<file path="config.mk">
export PLATFORM = sky130hd
export DESIGN_NAME = seq_divider
export DESIGN_NICKNAME = d
export VERILOG_FILES = /design/src/rtl/seq_divider.sv
export SDC_FILE = /design/constraint.sdc
export NUM_CORES = 1
export LEC_CHECK = 0
export BUFFER_PORTS_ARGS = -buffer_cell sky130_fd_sc_hd__buf_2
export CAP_MARGIN = 0
export CORE_MARGIN = 4
export CORE_UTILIZATION = 55
export DETAILED_ROUTE_END_ITERATION = 16
export HOLD_SLACK_MARGIN = 0.15
export PLACE_DENSITY_LB_ADDON = 0.08
export SLEW_MARGIN = 10
export SYNTH_ARGS = -nofsm -noshare
export SYNTH_HDL_FRONTEND = slang
export SYNTH_SLANG_ARGS = --single-unit
</file>
<file path="constraint.sdc">
create_clock -name clk -period 3.2 [get_ports clk]
set_input_delay 0.64 -clock clk [delete_from_list [all_inputs] [get_ports clk]]
set_output_delay 0.64 -clock clk [all_outputs]
set_load 0.005 [all_outputs]
</file>
<file path="src/rtl/seq_divider.sv">
// Sequential radix-2 restoring divider with start/done handshake, one quotient bit per cycle.
// Define DIV_SIGNED_EN for two's-complement operands (sign-magnitude around the unsigned core).
module seq_divider #(
    parameter int M = 26,
    parameter int N = 14
) (
    input  logic         clk,
    input  logic         rst_n,
    input  logic         start,
    input  logic [M-1:0] dividend,
    input  logic [N-1:0] divisor,
    output logic         busy,
    output logic         done,
    output logic [M-1:0] quotient,
    output logic [N-1:0] remainder,
    output logic         div_by_zero
);

    localparam int CW = (M > 1) ? $clog2(M) : 1;

    typedef enum logic [1:0] {IDLE, CALC, ZERO, DONE} state_t;

    // Handshake: start is accepted on a rising edge only while state is IDLE or DONE;
    // done is a one-cycle pulse and results stay valid until the next done.
    state_t         state;
    state_t         state_nxt;
    logic           accept;
    logic [M-1:0]   d_q;
    logic [N-1:0]   dvs_q;
    logic [N:0]     p_q;
    logic [CW-1:0]  cnt_q;
    logic           last_iter;

    logic [M-1:0]   a_mag;
    logic [N-1:0]   b_mag;
    logic [N:0]     p_shift;
    logic [N:0]     p_sub;
    logic [N:0]     p_nxt;
    logic           q_bit;
    logic [M-1:0]   q_raw;
    logic [M-1:0]   q_fin;
    logic [N-1:0]   r_fin;

    assign accept    = start && (state == IDLE || state == DONE);
    assign busy      = (state == CALC) || (state == ZERO);
    assign done      = (state == DONE);
    assign last_iter = (cnt_q == CW'(M - 1));

    always_ff @(posedge clk or negedge rst_n) begin
        if (!rst_n) state <= IDLE;
        else        state <= state_nxt;
    end

    always_comb begin
        state_nxt = state;
        case (state)
            IDLE, DONE: begin
                if (start) state_nxt = (divisor == '0) ? ZERO : CALC;
                else       state_nxt = IDLE;
            end
            CALC:    if (last_iter) state_nxt = DONE;
            ZERO:    state_nxt = DONE;
            default: state_nxt = IDLE;
        endcase
    end

    // D doubles as the quotient shift register: quotient bits enter at the LSB as dividend bits leave.
    always_comb begin
        p_shift = {p_q[N-1:0], d_q[M-1]};
        p_sub   = p_shift - {1'b0, dvs_q};
        q_bit   = (p_shift >= {1'b0, dvs_q});
        p_nxt   = q_bit ? p_sub : p_shift;
        q_raw   = {d_q[M-2:0], q_bit};
    end

`ifdef DIV_SIGNED_EN
    logic q_neg_q;
    logic r_neg_q;

    always_comb begin
        a_mag = dividend[M-1] ? (~dividend + M'(1)) : dividend;
        b_mag = divisor[N-1]  ? (~divisor + N'(1))  : divisor;
        q_fin = q_neg_q ? (~q_raw + M'(1)) : q_raw;
        r_fin = r_neg_q ? (~p_nxt[N-1:0] + N'(1)) : p_nxt[N-1:0];
    end

    always_ff @(posedge clk or negedge rst_n) begin
        if (!rst_n) begin
            q_neg_q <= 1'b0;
            r_neg_q <= 1'b0;
        end else if (accept) begin
            q_neg_q <= dividend[M-1] ^ divisor[N-1];
            r_neg_q <= dividend[M-1];
        end
    end
`else
    always_comb begin
        a_mag = dividend;
        b_mag = divisor;
        q_fin = q_raw;
        r_fin = p_nxt[N-1:0];
    end
`endif

    always_ff @(posedge clk or negedge rst_n) begin
        if (!rst_n) begin
            d_q         <= '0;
            dvs_q       <= '0;
            p_q         <= '0;
            cnt_q       <= '0;
            quotient    <= '0;
            remainder   <= '0;
            div_by_zero <= 1'b0;
        end else if (accept) begin
            d_q   <= a_mag;
            dvs_q <= b_mag;
            p_q   <= '0;
            cnt_q <= '0;
        end else if (state == CALC) begin
            d_q   <= q_raw;
            p_q   <= p_nxt;
            cnt_q <= cnt_q + CW'(1);
            if (last_iter) begin
                quotient    <= q_fin;
                remainder   <= r_fin;
                div_by_zero <= 1'b0;
            end
        end else if (state == ZERO) begin
            quotient    <= '1;
            remainder   <= '0;
            div_by_zero <= 1'b1;
        end
    end

endmodule

</file>
==> flow_metrics.env <==
export IMPL_worst_r2r_setup_slack_ns=0.51
export IMPL_post_cts_resized=0
export IMPL_finalWorstPathRequiredPeriod_ns=2.69
export IMPL_ys_top_cells_by_area="dfrtp_1, o21ai_0, nand2_1"
export IMPL_finalSetupTns_ns=0
export IMPL_grt_antenna_before_repair=0
export IMPL_max_slew_margin_rel_pct=47.1
export IMPL_drive_gt1_share_pct=19.2
export IMPL_routed_via_count=4577
export IMPL_start_util_pct=57.0
export IMPL_report_final_setup_viol=0
export IMPL_critPathCaptureType="flip-flop"
export IMPL_avgRoutedWirePerCell_um=16.8
export IMPL_static_leakage_power_nw=2.89
export IMPL_antenna_diode_count=0
export IMPL_vdd_drop_max_mv=0.566
export IMPL_min_delay_path_class="input port to async pin"
export IMPL_worst_ep_arrival_ns=2.98
export IMPL_final_hold_vio_count=0
export IMPL_clock_fmax_mhz=371
export IMPL_cts_clk_slew_worst_paths_ns=0.10
export IMPL_dr_first_iter_drc_count=333
export IMPL_post_route_util_pct=65.0
export IMPL_die_area_um2=11300
export IMPL_cts_tree="done"
export IMPL_rr_startpoint="p_q[8]"
export IMPL_netlist_cell_type_count=52
export IMPL_first_pass_grt_wire_length_um=22300
export IMPL_hpwlAfterDp_um=9630
export IMPL_clock_latency_on_the_worst_skew_pair_ns=0.38
export IMPL_part_of_the_yosys_area_used_for_sequential_elements_pct=48.0
export IMPL_dr_pass1_iters=5
export IMPL_regToRegEndpoint="p_q[12]"
export IMPL_synth_ff_latch_count=102
export IMPL_htree_num_levels=3
export IMPL_post_cts_setup_buffers=0
export IMPL_drc=0
export IMPL_core_area_um2=9330
export IMPL_synthDominantCellAreaShare_pct=48.0
export IMPL_globalplace_congestion=0.935
export IMPL_placement_rows=35
export IMPL_synthToLayoutAreaGrowth_pct=14.1
export IMPL_detail_route_antenna_nets=0
export IMPL_postSynth_asyncResetShare_pct=100
export IMPL_cts_root_buf="clkbuf_8"
export IMPL_post_synth_instance_area_um2=5310
export IMPL_critical_path_required_ns=3.49
export IMPL_report_final_slew_viol_count=0
export IMPL_most_numerous_cell_types_in_the_synthesized_netlist="nand2_1, dfrtp_1, o21ai_0, clkbuf_1, mux2i_1"
export IMPL_timing_max_cap_violations=0
export IMPL_postSynthAreaPerCell_um2=9.04
export IMPL_finClkSkew_ns=0.00950
export IMPL_worst_path_max_fanout=11
export IMPL_ios=86
export IMPL_number_of_nets_at_the_end_of_the_flow=725
export IMPL_synthesis_instances=588
export IMPL_critical_path_slowest_cell="or4_1"
export IMPL_grt_pass1_vias=4431
export IMPL_vias_per_cell=5.76
export IMPL_yosysMostFrequentCell="nand2_1"
export IMPL_fillers=849
export IMPL_setup_worst_path_class="flip-flop to flip-flop"
export IMPL_post_route_period_util_pct=84.2
export IMPL_cp_buffers_inverters=1
export IMPL_global_route_overflow_total=0
export IMPL_die_y_um=106
export IMPL_r2r_cells=7
export IMPL_wirelength_um=13400
export IMPL_postSynthNetCount=651
export IMPL_yosysWarnings=0
export IMPL_cts_path_max_buffers=2
export IMPL_dpl_cell_area_um2=5880
export IMPL_cts_hold_buffers_added=0
export IMPL_layout_cell_area_non_filler_um2=6060
export IMPL_grt_setup_unrepaired="false"
export IMPL_cts_num_sinks=102
export IMPL_die_w_um=106
export IMPL_cts_buffer_count=9
export IMPL_power_per_cell_area_nw_per_um2=1220
export IMPL_worst_slew_pin_transition_ns=0.793
export IMPL_synth_edff_count=0
export IMPL_synth_ff_type="dfrtp_1"
export IMPL_grt_start_max_net_pins=58
export IMPL_critPathLaunchType="flip-flop"
export IMPL_numPortBuffers=85
export IMPL_status="complete, no violations"
export IMPL_worstPathCellList="ha_1 -> nand4_1 -> or4_1 -> and2_1 -> buf_4 -> a211o_1 -> o31ai_2"
export IMPL_netlist_top_cell_by_area="dfrtp_1"
export IMPL_critical_path_startpoint="p_q[8]"
export IMPL_critical_path_top_delay_family="simple AND/OR/NAND/NOR gates"
export IMPL_critical_path_max_stage_delay_ns=0.54
export IMPL_grt_total_usage_pct=24.6
==> metrics by stage <==
step	power (mW)	setup WS, ns	instances	hold slack, ns
global route	8.09	0.222	795	0.376
CTS	7.43	0.310	795	0.338
finish	7.41	0.506	795	0.314
detailed placement	6.63	0.363	780	0.451
global placement	6.53	0.441	780	0.444
floorplan	5.33	0.898	588	0.344
==> placed cells by master (no fill, tap or decap), types with 4 or more instances in the layout <==
master / count
clkbuf_8: 9
or3_1: 4
nor3_1: 8
a211oi_1: 4
nand3_1: 10
buf_4: 16
a31oi_1: 17
o41ai_1: 5
a21o_1: 5
ha_1: 18
o21ai_0: 89
and3_1: 4
inv_1: 23
mux2i_1: 26
xor2_1: 7
nor2_1: 24
nand4_1: 10
a21oi_1: 19
o211ai_1: 4
a211o_1: 4
buf_2: 84
nand2_1: 117
nor4_1: 4
dfrtp_1: 102
==> power breakdown <==
group | internal, mW | switching, mW
Clock | 0.294 | 0.489
Sequential | 1.91 | 0.385
Combinational | 1.66 | 2.67
Total | 3.87 | 3.54
==> layout make-up <==
| class | instances | area [µm²] | area share (%) |
|---|---|---|---|
| sequential | 102 | 2550 | 42.1 |
| multi-input combinational | 425 | 2520 | 41.6 |
| timing repair buffer | 101 | 561 | 9.25 |
| tap | 129 | 161 | 2.66 |
| clock buffer | 9 | 124 | 2.04 |
| inverter | 23 | 86.3 | 1.42 |
| clock inverter | 6 | 56.3 | 0.929 |
==> state kept, by name, summed over array words and instances (netlist names) <==
name,count
d_q,26
quotient,26
dvs_q,14
p_q,14
remainder,14
cnt_q,5
state,2
div_by_zero,1
==> routing by layer <==
layer | routed length, µm | vias up | global-route usage (%)
met1 | 6290 | 2177 | 35.8
met5 | 0 | - | 0
met3 | 655 | 23 | 3.46
li1 | - | 2232 | -
met4 | 242 | 0 | 7.49
met2 | 6170 | 145 | 38.5
==> how the worst max path moves through the flow <==
| stage | slack [ns] | cells after the start | end |
|---|---|---|---|
| finish | 0.51 | 7 | p_q[12] |
| global placement | 0.44 | 7 | remainder[9] |
| global route | 0.22 | 8 | remainder[7] |
| floorplan | 0.90 | 10 | p_q[9] |
| detailed placement | 0.36 | 7 | remainder[7] |
| CTS | 0.31 | 7 | remainder[5] |
==> worst reg2reg max path, cell delays in order (launching register included) <==
cell     delay [ns]
dfrtp_1        0.44
ha_1           0.45
nand4_1        0.16
or4_1          0.54
and2_1         0.32
buf_4          0.24
a211o_1        0.29
o31ai_2        0.17
==> cells by family after synthesis <==
logic type | count (synthesis) | synth area share (%)
AND/OR/NAND/NOR | 197 | 16.4
AO/OA/AOI/OAI | 172 | 19.4
flip-flops | 102 | 48.0
buffers and inverters | 61 | 4.71
multiplexers | 27 | 5.11
adder cells (fa/ha/maj) | 20 | 4.85
XOR/XNOR | 9 | 1.48
(Power assumes the default switching activity.)
